**src/rtl/alarm_pkg.sv**
```systemverilog
// Shared types and helpers for the multi-channel alarm unit.
package alarm_pkg;

   typedef enum logic {
      ALM_ONESHOT  = 1'b0,
      ALM_PERIODIC = 1'b1
   } alarm_mode_e;

   // Channel index width, never narrower than one bit.
   function automatic int ch_width(input int n);
      return (n <= 1) ? 1 : $clog2(n);
   endfunction

endpackage

```
**src/rtl/alarm_channel.sv**
```systemverilog
// One alarm channel: programmed time/period/mode, match detection,
// periodic reload and sticky overrun tracking.
module alarm_channel
   import alarm_pkg::*;
#(
   parameter int TIME_W = 32
) (
   input  logic              clk,
   input  logic              i_arst,
   input  logic [TIME_W-1:0] i_clock_time,
   input  logic              i_wr,
   input  logic              i_wr_arm,
   input  alarm_mode_e       i_wr_mode,
   input  logic [TIME_W-1:0] i_wr_time,
   input  logic [TIME_W-1:0] i_wr_period,
   input  logic              i_ack,
   output logic              o_armed,
   output logic              o_pending,
   output logic              o_overrun,
   output logic              o_pending_nxt
);

   logic [TIME_W-1:0] time_q, time_d;
   logic [TIME_W-1:0] period_q, period_d;
   alarm_mode_e       mode_q, mode_d;
   logic              armed_q, armed_d;
   logic              pending_q, pending_d;
   logic              overrun_q, overrun_d;
   logic              match;

   always_comb begin
      time_d    = time_q;
      period_d  = period_q;
      mode_d    = mode_q;
      armed_d   = armed_q;
      pending_d = pending_q;
      overrun_d = overrun_q;
      match     = armed_q && (time_q == i_clock_time);

      // Write has priority over match, match over ack.
      if (i_wr) begin
         armed_d   = i_wr_arm;
         pending_d = 1'b0;
         overrun_d = 1'b0;
         if (i_wr_arm) begin
            time_d   = i_wr_time;
            period_d = i_wr_period;
            mode_d   = i_wr_mode;
         end
      end else if (match) begin
         pending_d = 1'b1;
         if (mode_q == ALM_PERIODIC && period_q != '0) begin
            time_d = time_q + period_q;
            if (pending_q && !i_ack) overrun_d = 1'b1;
         end else begin
            armed_d = 1'b0;
         end
      end else if (i_ack) begin
         pending_d = 1'b0;
      end
   end

   always_ff @(posedge clk or posedge i_arst) begin
      if (i_arst) begin
         time_q    <= '0;
         period_q  <= '0;
         mode_q    <= ALM_ONESHOT;
         armed_q   <= 1'b0;
         pending_q <= 1'b0;
         overrun_q <= 1'b0;
      end else begin
         time_q    <= time_d;
         period_q  <= period_d;
         mode_q    <= mode_d;
         armed_q   <= armed_d;
         pending_q <= pending_d;
         overrun_q <= overrun_d;
      end
   end

   assign o_armed       = armed_q;
   assign o_pending     = pending_q;
   assign o_overrun     = overrun_q;
   assign o_pending_nxt = pending_d;

endmodule

```
**src/rtl/alarm_bank.sv**
```systemverilog
// Multi-channel alarm unit: write/ack decode, per-channel alarms and a
// registered interrupt with lowest-index channel reporting.
module alarm_bank
   import alarm_pkg::*;
#(
   parameter  int TIME_W = 32,
   parameter  int N_CH   = 4,
   localparam int CH_W   = ch_width(N_CH)
) (
   input  logic              clk,
   input  logic              i_arst,
   input  logic [TIME_W-1:0] i_clock_time,
   input  logic              i_wr_en,
   input  logic [CH_W-1:0]   i_wr_ch,
   input  logic              i_wr_arm,
   input  logic              i_wr_mode,
   input  logic [TIME_W-1:0] i_wr_time,
   input  logic [TIME_W-1:0] i_wr_period,
   input  logic              i_ack,
   input  logic [CH_W-1:0]   i_ack_ch,
   output logic              o_int,
   output logic [CH_W-1:0]   o_int_ch,
   output logic [N_CH-1:0]   o_pending,
   output logic [N_CH-1:0]   o_armed,
   output logic [N_CH-1:0]   o_overrun
);

   logic [N_CH-1:0] pend_nxt;
   logic [CH_W-1:0] int_ch_nxt;

   // Out-of-range channel indices simply match no instance.
   for (genvar i = 0; i < N_CH; i++) begin : g_ch
      alarm_channel #(.TIME_W(TIME_W)) u_ch (
         .clk           (clk),
         .i_arst        (i_arst),
         .i_clock_time  (i_clock_time),
         .i_wr          (i_wr_en && (i_wr_ch == CH_W'(i))),
         .i_wr_arm      (i_wr_arm),
         .i_wr_mode     (alarm_mode_e'(i_wr_mode)),
         .i_wr_time     (i_wr_time),
         .i_wr_period   (i_wr_period),
         .i_ack         (i_ack && (i_ack_ch == CH_W'(i))),
         .o_armed       (o_armed[i]),
         .o_pending     (o_pending[i]),
         .o_overrun     (o_overrun[i]),
         .o_pending_nxt (pend_nxt[i])
      );
   end

   always_comb begin
      int_ch_nxt = '0;
      for (int unsigned i = N_CH; i > 0; i--) begin
         if (pend_nxt[i-1]) int_ch_nxt = CH_W'(i - 1);
      end
   end

   always_ff @(posedge clk or posedge i_arst) begin
      if (i_arst) begin
         o_int    <= 1'b0;
         o_int_ch <= '0;
      end else begin
         o_int    <= |pend_nxt;
         o_int_ch <= int_ch_nxt;
      end
   end

endmodule

```
**config.mk**
```make
export PLATFORM = sky130hd
export DESIGN_NAME = alarm_bank
export DESIGN_NICKNAME = d
export VERILOG_FILES = /design/src/rtl/alarm_pkg.sv /design/src/rtl/alarm_channel.sv /design/src/rtl/alarm_bank.sv
export SDC_FILE = /design/constraint.sdc
export NUM_CORES = 1
export LEC_CHECK = 0
export CAP_MARGIN = 40
export CELL_PAD_IN_SITES_DETAIL_PLACEMENT = 1
export CELL_PAD_IN_SITES_GLOBAL_PLACEMENT = 1
export CORE_ASPECT_RATIO = 1.1
export CORE_MARGIN = 8
export CORE_UTILIZATION = 50
export DETAILED_ROUTE_END_ITERATION = 16
export GPL_TIMING_DRIVEN = 0
export PLACE_DENSITY = 0.88
export SKIP_LAST_GASP = 1
export SYNTH_ARGS = -nofsm -noshare
export SYNTH_HDL_FRONTEND = slang
export SYNTH_SLANG_ARGS = --single-unit
```
**constraint.sdc**
```tcl
create_clock -name clk -period 27.7 [get_ports clk]
set_input_delay 4.155 -clock clk [delete_from_list [all_inputs] [get_ports clk]]
set_output_delay 4.155 -clock clk [all_outputs]
set_load 0.005 [all_outputs]
```
-- Yosys cells after proc, flatten, opt, wreduce, memory -nomap -nowiden
Cells that the tools add are included.
- input port bits: 106
- flip-flop bits (word level): 275
- multiplexer cells: 57
- reduce and logical (&&, ||, !) cells: 59
- equal/unequal tests: 18
- add/subtract/negate cells: 4
- operators with widths (kind ; count):
    $mux W32 ; 13
    $add A32 B32 Y32 ; 4
    $eq A32 B32 Y1 ; 4
    $reduce_bool A32 Y1 ; 4
    $mux W1 ; 40
    $reduce_and A3 Y1 ; 8
    $reduce_bool A2 Y1 ; 12
    $logic_and A1 B1 Y1 ; 20
    $reduce_and A2 Y1 ; 8
    $eq A2 B2 Y1 const B ; 4
    $mux W2 ; 4
    $ne A2 B1 Y1 const B ; 4
    $ne A2 B2 Y1 const B ; 4
    $eq A2 B1 Y1 const B ; 2
    $logic_not A1 Y1 ; 4
    $logic_not A2 Y1 ; 2
    $reduce_or A4 Y1 ; 1

-- Logic depth before layout (Yosys ltp)
Gate-level depths: netlist of the first run.
- word-level depth: 9
- gate-level depth with buffers: 12
- depth with buffers taken out: 12

-- Hierarchy
A second synthesis of the first run with hierarchy kept.
- cells, all modules: 2171
- area, all modules: 19982.9 µm²
- modules (own cells, without submodules) (module ; area an instance (µm²) ; cells an instance ; instances ; seq. area each (µm²)):
    alarm_channel (g_ch[1].u_ch ...) ; 4906.0 ; 535 ; 3 ; 1701.6
    alarm_channel (g_ch[0].u_ch) ; 5068.6 ; 545 ; 1 ; 1701.6
    alarm_bank ; 196.4 ; 21 ; 1 ; 75.1

-- Worst setup path before layout of the first run
No wires, ideal clock.
- path kind: input-to-reg
- from: input i_clock_time[17]
- to: register g_ch[1].u_ch.time_q[27]
- slack: 21.257 ns
- setup time: 0.124 ns
- arrival: 6.319 ns
- required time: 27.576 ns
- stages on the path: 11
- cell sequence: buf_6 -> xnor2_2 -> nand4_1 -> nor4_1 -> nand4_1 -> or4_4 -> or3_4 -> buf_6 -> or3_1 -> mux2i_1 -> nor3_1
- longest elaborated chain between the ends: 4
- ends and longest elaborated chain (element ; line ; text):
    from (decl) ; alarm_bank.sv:12 ; input logic [TIME_W-1:0] i_clock_time,
    $eq A32 B32 Y1 ; alarm_channel.sv:38 ; match = armed_q && (time_q == i_clock_time);
    $logic_and A1 B1 Y1 ; alarm_channel.sv:38 ;
    $reduce_bool A2 Y1 (no source line) ; -- ;
    $reduce_and A3 Y1 (no source line) ; -- ;
    to (signal assigned) ; alarm_channel.sv:72 ; time_q <= time_d;
    to (decl) ; alarm_channel.sv:23 ; logic [TIME_W-1:0] time_q, time_d;
Every way passes these cells.
A chain may end at the register's enable or synchronous reset.

-- Final worst setup path of the first run
- from: input i_clock_time[26]
- to: register g_ch[3].u_ch.time_q[9]
- longest elaborated chain between the ends: 4
- ends and longest elaborated chain (element ; line):
    $eq A32 B32 Y1 ; alarm_channel.sv:38
    $logic_and A1 B1 Y1 ; alarm_channel.sv:38
    $reduce_bool A2 Y1 (no source line) ; --
    $reduce_and A3 Y1 (no source line) ; --
    to (signal assigned) ; alarm_channel.sv:72
    to (decl) ; alarm_channel.sv:23
Every way passes these cells.

==> metrics.txt, run 1 <==
outcome completed; # H-tree levels 2; Mapped Area 19700 sq um; HPWL after DPL 70.9 mm; clk sink count 275; fmax 129 MHz; gr ovfl total 0; Synth top area share 35.0%; First DRT Iteration DRCs 1545; #FFs+latches synth 275; # hold bufs at CTS 0; asr flop ratio synth 100%; # fillers 4656; IO Pins 121; Pwr Density 113 nW/um^2; global-route wire length before repair 131 mm; Hold Path Class register to register; Place WS 19.68 ns; Max-Cap Viols 0; post-synth top area cell dfrtp_1; worst slew pin tran 0.956 ns; RSZ-0062 raised after global routing false; clock skew 0.0212 ns; starting density of the core 50.4%; Syn. warnings 0; Area Growth Syn to Fin 15.6%; Hold Fails Final Rpt 0; Synth Flop Type dfrtp_1; Final Non-Filler Cells 3026; placed insts 2959; Clock Path Buffers 3; share of layout cells above drive strength 1 6.80%; clock network latency to the later pin of the worst-skew pair 0.53 ns; die width 205 um; Hold Crit Start g_ch[2].u_ch.mode_q; Worst EP arrival 8.08 ns; Clock Tree Root clkbuf_16; WL final 88.5 mm; Seq/Total Area, Yosys 35.0%; EDFF count, synth 0; synth unique cells 82; # DRC 0; crit start category input pin; Final WS setup 19.97 ns; count of final setup violators 0; synthesized area per cell 8.42 sq um; top cells by area, synth dfrtp_1 35%, nand2_1 8.0%, ha_1 7.9%; gr usage total 37.9%; vias in the first global route 20700; CP Capture Type register; setup TNS 0 ns; Die ar. 45900 sq um; final worst path period need 7.73 ns; Post-Syn Instances 2334; row count 76; CTS tree done; initial antenna violation count 9; Final period util 27.9%; vias per cell 6.56; hold slack 0.501 ns; FF-to-FF Start g_ch[0].u_ch.time_q[0]; maximum VDD drop 0.0000745 V; syn nets 2568; # nets final 2722; Reg clk slew, reported paths 0.06 ns; critical path class input pin to register; Die Ht 224 um; critical path required time 28.05 ns; Port Buffers 115; Post-CTS Repair Setup Buffers 0; top cells by instance count after synthesis 418 x nand2_1, 275 x dfrtp_1, 204 x a21oi_1; Post-CTS Resized 0; largest net degree at the start of global routing 120; Slew Limit Fails 0; Rel. slew slack 36.3%; P_leak 10.0 nW; GPL Wtd Cong 1.01; CTS Buf Count 34; DR vias 19900; Core Box Area 39000 sq um; router iterations before antenna repair 6; critical path startpoint i_clock_time[26]; WL/cell 29.3 um; most common cell in the synthesized netlist nand2_1; post-route ant nets 0; Max FO, Critical Path 10
[registers in the layout, indices dropped and copies added, names as in the netlist]
register,flops
g_ch.u_ch.mode_q,4
g_ch.u_ch.o_armed,4
g_ch.u_ch.o_overrun,4
g_ch.u_ch.o_pending,4
g_ch.u_ch.period_q,128
g_ch.u_ch.time_q,128
o_int,1
o_int_ch,2
[layout by cell type, fill, tap and decap left out, types with 43 or more instances in the layout]
master             n
nand2_1          418
dfrtp_1          275
a21oi_1          204
nor2_1           172
o21ai_0          140
ha_1             124
clkdlybuf4s50_1  115
xor2_1           112
xnor2_1          112
clkbuf_1          86
mux2_2            69
a21o_1            64
nor4_1            62
a31oi_1           53
nand4_1           48
inv_1             43
[worst max-delay path, cell delays in order]
cell and delay (ns):
clkdlybuf4s50_1 0.90, xor2_1 0.34, nor4_1 0.38, nand4_1 0.15, or4_1 0.61, clkbuf_1 0.21, o21ai_2 0.39, clkbuf_1 0.72
a31oi_1 0.21
[power by group]
part | total, mW | switching, mW | leakage (nW) | internal [mW]
Clock | 0.482 | 0.187 | 0.584 | 0.295
Sequential | 0.685 | 0.167 | 3.26 | 0.518
Combinational | 1.39 | 0.830 | 6.18 | 0.564
[stage by stage]
step	total power, mW	cell area, sq um	utilization (%)
CTS	2.53	22700	58.2
floorplan	1.62	19700	-
global route	2.71	22700	58.2
detailed placement	2.03	21500	55.2
finish	2.56	22700	58.3
global placement	1.97	21400	55.0
[cell families (layout without fill, tap and decap cells)]
group,count (synthesis),count (layout),share of synthesized area [%]
buffers and inverters,152,331,3.28
flip-flops,275,275,35.0
XOR/XNOR,225,225,10.1
adder cells (fa/ha/maj),128,128,8.30
AO/OA/AOI/OAI,600,600,18.7
AND/OR/NAND/NOR,876,876,20.3
multiplexers,78,78,4.41
other,0,6,0
[cell type report]
type / count / area (sq um) / share of cell area [%]
Tap cell: 507 / 634 / 2.79
Sequential cell: 275 / 6880 / 30.3
Inverter: 44 / 173 / 0.760
Buffer: 108 / 480 / 2.11
Clock buffer: 47 / 981 / 4.32
Timing Repair Buffer: 118 / 1210 / 5.34
Multi-Input combinational cell: 1907 / 12100 / 53.4
Antenna cell: 6 / 15.0 / 0.0661
Clock inverter: 14 / 201 / 0.887
[path summary, 6_finish.rpt]
path                                        endpoint  slack, ns  depth (start not counted)
setup / recovery              g_ch[3].u_ch.time_q[9]      19.97                          9
hold / removal                   g_ch[2].u_ch.mode_q       0.50                          2
setup reg to reg             g_ch[0].u_ch.time_q[30]      23.35                         12
hold reg to reg                  g_ch[2].u_ch.mode_q       0.50                          2
max in group asynchronous  g_ch[3].u_ch.period_q[23]      22.41                          3
min in group asynchronous     g_ch[2].u_ch.time_q[5]       4.15                          2
[per-layer routing]
layer | vias to the layer above | routed length (um) | global-route usage (%)
li1 | 8639 | - | -
met1 | 9932 | 33200 | 45.3
met2 | 959 | 41500 | 62.2
met3 | 327 | 7010 | 6.00
met4 | 0 | 6770 | 25.5
met5 | - | 0 | 0
Note: power is estimated with default switching activity, not from simulation.
==> run 2, diff against run 1 <==
--- a/config.mk
+++ b/config.mk
@@ -10,10 +10,10 @@
 export CELL_PAD_IN_SITES_GLOBAL_PLACEMENT = 1
 export CORE_ASPECT_RATIO = 1.1
 export CORE_MARGIN = 8
-export CORE_UTILIZATION = 50
+export CORE_UTILIZATION = 42
 export DETAILED_ROUTE_END_ITERATION = 16
 export GPL_TIMING_DRIVEN = 0
-export PLACE_DENSITY = 0.88
+export PLACE_DENSITY = 0.79
 export SKIP_LAST_GASP = 1
 export SYNTH_ARGS = -nofsm -noshare
 export SYNTH_HDL_FRONTEND = slang
==> constraint.sdc (replaced) <==
create_clock -name clk -period 6.3 [get_ports clk]
set_input_delay 0.945 -clock clk [delete_from_list [all_inputs] [get_ports clk]]
set_output_delay 0.945 -clock clk [all_outputs]
set_load 0.005 [all_outputs]
==> run 2 against run 1 <==
  * Worst hold slack worse by 0.022 ns
  * Power rose to 4.4 times the previous value
  * Critical path type is now register to register
  * Clock skew down 0.0024 ns
  * Combinational power rose to 4.4 times the previous value
  * Non-clock buffer count up 7
  * Critical endpoint is now g_ch[0].u_ch.time_q[28]
  * Clock power rose to 4.5 times the previous value
==> metrics.txt, run 2 (synthesis gave the netlist of run 1 again) <==
WL/cell 28.4 um (-3.0%); # nets final 2730 (+0.29%); outcome completed; DR vias 19400 (-2.4%); Place WS 1.53 ns (-18.15 ns); P_leak 10.1 nW (+0.48%); Final Non-Filler Cells 3117 (+3.0%); clock network latency to the later pin of the worst-skew pair 0.55 ns (+0.02 ns); clk sink count 275 (unchanged); Slew Limit Fails 0 (unchanged); Final WS setup 1.77 ns (-18.20 ns); CP max stage delay 0.60 ns (-0.30 ns); FF-to-FF Start g_ch[0].u_ch.time_q[0]; critical path class register to register; Rel. slew slack 44.0% (+7.7 points); router iterations before antenna repair 7 (+1); global-route wire length before repair 133 mm (+1.4%); Clock Tree Root clkbuf_16; First DRT Iteration DRCs 1421 (-8.0%); CTS Buf Count 35 (+2.9%); commonest cells after routing, fill and taps aside 418 x nand2_1, 275 x dfrtp_1, 204 x a21oi_1; Post-CTS Resized 0 (unchanged); RSZ-0062 raised after global routing false; Hold Fails Final Rpt 0 (unchanged); clock skew 0.0188 ns (-0.00240 ns); Port Buffers 115 (unchanged); starting density of the core 42.4% (-8.1 points); Worst Path Buf+Inv 0 (-3); Post-CTS Repair Setup Buffers 0 (unchanged); GPL Wtd Cong 0.989 (-1.8%); Hold Crit Start g_ch[2].u_ch.mode_q; leading cell type in the layout, fill and taps excluded nand2_1; Slowest-stage cell, CP o31ai_1; post-route cell area 23000 sq um (+1.0%); Pwr Density 489 nW/um^2 (+330%); Worst EP arrival 4.96 ns (-3.12 ns); Reg clk slew, reported paths 0.06 ns (about the same); Top Family by Delay on Critical Path compound AO/OA/AOI/OAI gates; share of layout cells above drive strength 1 7.18% (+0.38 points); # H-tree levels 2 (unchanged); Hold Path Class register to register; Clock Path Buffers 3 (unchanged); Area Growth Syn to Fin 16.7%; crit start category register; CP Capture Type register; initial antenna violation count 6 (-3); Final period util 71.9%; largest net degree at the start of global routing 38 (-68%); vias in the first global route 21000 (+1.4%); gr ovfl total 0 (unchanged); # hold bufs at CTS 0 (unchanged); Placed Area 21700 sq um (+1.0%); # DRC 0 (unchanged); placed insts 3054 (+3.2%); gr usage total 32.4% (-5.5 points); IO Pins 121 (unchanged); fin util 49.4% (-8.8 points); Die Ht 243 um (+8.5%); Core Box Area 46400 sq um (+19%); Max FO, Critical Path 4 (-6); fmax 221 MHz; hold slack 0.479 ns (-0.0220 ns); critical path startpoint g_ch[0].u_ch.time_q[0]; die width 222 um (+8.4%); Die ar. 54000 sq um (+18%); WL final 88.5 mm (about the same); post-route ant nets 0 (unchanged); CP Cell Sequence ha_1, fa_1, a211o_1, a2111oi_0, o21bai_1, o31ai_1, a31oi_1, o21ai_0, o21bai_1, a21oi_1, xor2_1, o21ai_0; worst slew pin tran 0.831 ns (-0.125 ns); CTS tree done; critical path required time 6.73 ns (-21.32 ns); vias per cell 6.22 (-5.2%); Max-Cap Viols 0 (unchanged); # fillers 5489 (+18%); maximum VDD drop 0.000224 V (+200%); count of final setup violators 0 (unchanged); HPWL after DPL 72.8 mm (+2.7%); row count 83 (+9.2%); final worst path period need 4.53 ns; Regs by FF count g_ch.u_ch.period_q (128), g_ch.u_ch.time_q (128)
run 2: changes by cell type in the layout (fill, tap and decap cells not counted), sizes merged:
| cell | previous run | this run |
|---|---|---|
| clkinvlp | 1 | 5 |
| buf | 31 | 38 |
| inv | 45 | 44 |
| diode | 6 | 1 |
| bufinv | 5 | 4 |
| clkbuf | 127 | 126 |
run 2: path summary, 6_finish.rpt:
| kind | endpoint | slack (ns) | depth (start not counted) |
|---|---|---|---|
| setup reg to reg | g_ch[0].u_ch.time_q[28] | 1.77 | 12 |
| hold reg to reg | g_ch[2].u_ch.mode_q | 0.48 | 2 |
| hold / removal | g_ch[2].u_ch.mode_q | 0.48 | 2 |
| max in group asynchronous | g_ch[1].u_ch.period_q[15] | 4.41 | 5 |
| min in group asynchronous | g_ch[2].u_ch.time_q[26] | 0.80 | 2 |
| setup / recovery | g_ch[0].u_ch.time_q[28] | 1.77 | 12 |
run 2: where the power goes:
group	leakage, nW	switching [mW]	internal, mW	total (mW)
logic	6.23	3.58	2.48	6.06
clock network	0.586	0.848	1.30	2.15
registers	3.26	0.739	2.28	3.02
total	10.1	5.16	6.06	11.2
run 2: layout make-up:
class / instances / area, sq um / area share, %
Antenna cell: 1 / 2.50 / 0.0109
Tap cell: 595 / 744 / 3.24
Timing Repair Buffer: 125 / 1320 / 5.77
Multi-Input combinational cell: 1907 / 12100 / 52.9
Inverter: 44 / 169 / 0.736
Clock inverter: 16 / 201 / 0.878
Buffer: 108 / 480 / 2.09
Clock buffer: 46 / 1010 / 4.40
Sequential cell: 275 / 6880 / 30.0
run 2: worst register-to-register path, stage by stage (launching register included):
cell	delay, ns
dfrtp_1	0.45
ha_1	0.25
fa_1	0.44
a211o_1	0.36
a2111oi_0	0.48
o21bai_1	0.29
o31ai_1	0.60
a31oi_1	0.26
o21ai_0	0.57
o21bai_1	0.12
a21oi_1	0.22
xor2_1	0.24
o21ai_0	0.12
run 2: routing by layer:
layer	share of wire (%)	vias to the layer above	global-route usage, %
li1	-	8659	-
met1	39	9757	37.9
met2	48	676	55.6
met3	5.8	290	5.29
met4	6.7	2	19.2
met5	0.026	-	0
run 2: through the flow:
step | total power, mW | TNS [ns]
final | 11.2 | 0
after global routing | 12.0 | 0
after CTS | 11.2 | 0
after detailed placement | 8.94 | 0
after global placement | 8.69 | -108.38
after floorplan | 7.14 | 0
==> run 3, diff against run 2 <==
--- a/config.mk
+++ b/config.mk
@@ -10,10 +10,10 @@
 export CELL_PAD_IN_SITES_GLOBAL_PLACEMENT = 1
 export CORE_ASPECT_RATIO = 1.1
 export CORE_MARGIN = 8
-export CORE_UTILIZATION = 42
+export CORE_UTILIZATION = 46
 export DETAILED_ROUTE_END_ITERATION = 16
 export GPL_TIMING_DRIVEN = 0
-export PLACE_DENSITY = 0.79
+export PLACE_DENSITY = 0.82
 export SKIP_LAST_GASP = 1
 export SYNTH_ARGS = -nofsm -noshare
 export SYNTH_HDL_FRONTEND = slang
==> constraint.sdc (replaced) <==
create_clock -name clk -period 4.47 [get_ports clk]
set_input_delay 0.6705 -clock clk [delete_from_list [all_inputs] [get_ports clk]]
set_output_delay 0.6705 -clock clk [all_outputs]
set_load 0.005 [all_outputs]
==> run 3 against run 2 <==
  * Count of clock-buffer cells in the layout grew 7
  * Power rose by 40%
  * Non-clock buffer count unchanged
  * Register-to-register slack lost 1.7 ns
  * Sequential power up 40%
  * Routed wire length hardly changed
  * Critical path type unchanged
  * Largest power group unchanged
==> metrics.txt, run 3 (synthesis gave the netlist of run 1 again) <==
# hold bufs at CTS 0 (unchanged); Post-CTS Resized 0 (unchanged); Port Buffers 115 (unchanged); Clock Path Buffers 3 (unchanged); register share of total power 27.0% (about the same); critical path class register to register; hold slack 0.472 ns (-0.00702 ns); clock network latency to the later pin of the worst-skew pair 0.54 ns (about the same); WL/cell 28.6 um (+0.94%); area occupied by registers 6880 sq um (unchanged); largest net degree at the start of global routing 39 (+2.6%); gr usage total 35.4% (+3.0 points); Worst EP arrival 4.79 ns (-0.17 ns); commonest cells after routing, fill and taps aside 418 x nand2_1, 275 x dfrtp_1, 204 x a21oi_1; CTS tree done; Core Box Area 42200 sq um (-9.1%); Place WS 0.0186 ns (-1.51 ns); count of final setup violators 0 (unchanged); global-route wire length before repair 131 mm (-1.3%); clk sink count 275 (unchanged); CP Capture Type register; Regs by FF count g_ch.u_ch.period_q (128), g_ch.u_ch.time_q (128); Slew Limit Fails 0 (unchanged); initial antenna violation count 12 (+6); vias in the first global route 20700 (-1.7%); share of layout cells above drive strength 1 6.87% (-0.31 points); Top cell by count, worst path o21bai_1; Hold Fails Final Rpt 0 (unchanged); Clock Tree Root clkbuf_16; CP Cell Sequence ha_1, fa_1, a211o_1, a2111oi_0, o21bai_1, o31ai_1, a31oi_1, o21ai_1, o21bai_1, a21oi_1, xor2_1, o21ai_0; WL final 88.5 mm (about the same); # DRC 0 (unchanged); P_leak 10.1 nW (-0.12%); First DRT Iteration DRCs 1573 (+11%); RSZ-0062 raised after global routing false; router iterations before antenna repair 7 (unchanged); Pwr Density 685 nW/um^2 (+40%); clock skew 0.0173 ns (-0.00153 ns); leading cell type in the layout, fill and taps excluded nand2_1; CTS Buf Count 34 (-2.9%); share of total power in the clock network 18.5% (-0.6 points); starting density of the core 46.6% (+4.2 points); Rel. slew slack 34.9% (-9.1 points); WHS Path Cells 2 (unchanged); Crit path depth 12 (unchanged); Worst Path Buf+Inv 0 (unchanged); Psw 7.21 mW (+40%); gr ovfl total 0 (unchanged); die width 213 um (-4.1%); Max FO, Critical Path 4 (unchanged); DR vias 19500 (+0.37%); critical path required time 4.87 ns (-1.86 ns); Reg clk slew, reported paths 0.06 ns (about the same); HPWL after DPL 71.5 mm (-1.8%); Int Power 8.46 mW (+40%); vias per cell 6.29 (+1.2%); placed insts 3026 (-0.92%); crit start category register; IO Pins 121 (unchanged); Power Total 15.7 mW (+40%); Area Growth Syn to Fin 16.4%; row count 79 (-4.8%); Post-CTS Repair Setup Buffers 0 (unchanged); Final Non-Filler Cells 3091 (-0.83%); # fillers 5098 (-7.1%); post-route cell area 22900 sq um (-0.28%); Multi-input gate area 12100 sq um (unchanged); post-route ant nets 0 (unchanged); combinational power share 54.5% (+0.5 points); Max-Cap Viols 0 (unchanged); Switching Fraction 46.0% (about the same); # H-tree levels 2 (unchanged); final worst path period need 4.39 ns (-0.144 ns); Final WS setup 0.0827 ns (-1.69 ns); Top Family by Delay on Critical Path compound AO/OA/AOI/OAI gates; Die ar. 49600 sq um (-8.1%); Final period util 98.1% (+26 points); # nets final 2729 (-0.037%); Hold Path Class register to register; Placed Area 21700 sq um (about the same); Slowest-stage cell, CP o31ai_1; fmax 228 MHz (+3.3%); worst slew pin tran 0.977 ns (+0.146 ns); outcome completed; CP max stage delay 0.61 ns (about the same); reg2reg path depth 12 (unchanged); maximum VDD drop 0.000321 V (+43%); Die Ht 233 um (-4.2%); GPL Wtd Cong 0.978 (-1.1%)
==> run 3: changes by cell type in the layout (fill, tap and decap cells not counted), sizes merged <==
cell / before / now
clkbuf: 126 / 133
diode: 1 / 7
clkinv: 7 / 2
clkinvlp: 5 / 1
bufinv: 4 / 2
==> run 3: stage by stage <==
stage                     setup TNS (ns)  utilization (%)
final                                  0             54.2
after global routing                   0             54.2
after CTS                              0             54.2
after detailed placement               0             51.5
after global placement           -553.10             51.0
after floorplan                        0                -
==> run 3: worst paths after layout <==
kind	startpoint	to	slack, ns
max	g_ch[0].u_ch.time_q[0]	g_ch[0].u_ch.time_q[28]	0.08
min	g_ch[2].u_ch.mode_q	g_ch[2].u_ch.mode_q	0.47
max reg2reg	g_ch[0].u_ch.time_q[0]	g_ch[0].u_ch.time_q[28]	0.08
min reg2reg	g_ch[2].u_ch.mode_q	g_ch[2].u_ch.mode_q	0.47
max in group asynchronous	i_arst	g_ch[1].u_ch.period_q[21]	2.78
min in group asynchronous	i_arst	g_ch[2].u_ch.time_q[16]	0.54
==> run 3: worst reg2reg max path, stage by stage (launching register included) <==
cell	delay (ns)
dfrtp_1	0.44
ha_1	0.26
fa_1	0.44
a211o_1	0.37
a2111oi_0	0.53
o21bai_1	0.29
o31ai_1	0.62
a31oi_1	0.26
o21ai_1	0.40
o21bai_1	0.11
a21oi_1	0.19
xor2_1	0.23
o21ai_0	0.12
==> run 3: power by group through the flow <==
stage	combinational (mW)	sequential, mW	clock [mW]
CTS	8.39	4.20	2.91
detailed placement	8.27	4.23	0
global route	9.37	4.29	3.00
finish	8.54	4.24	2.90
floorplan	6.26	3.80	0
global placement	7.97	4.20	0
==> run 3: final cells by class <==
| type | count | area share (%) |
|---|---|---|
| Inverter | 44 | 0.738 |
| Clock inverter | 5 | 0.344 |
| Clock buffer | 53 | 4.66 |
| Sequential cell | 275 | 30.1 |
| Multi-Input combinational cell | 1907 | 53.0 |
| Antenna cell | 7 | 0.0765 |
| Tap cell | 567 | 3.10 |
| Timing Repair Buffer | 125 | 5.88 |
| Buffer | 108 | 2.10 |
==> run 3: routing by layer <==
| layer | vias to the layer above | track usage (%) | wire length [um] |
|---|---|---|---|
| met3 | 323 | 6.43 | 6450 |
| met1 | 9661 | 41.5 | 33800 |
| met2 | 790 | 58.8 | 41500 |
| met5 | - | 0 | 44 |
| met4 | 6 | 23.5 | 6710 |
| li1 | 8676 | - | - |
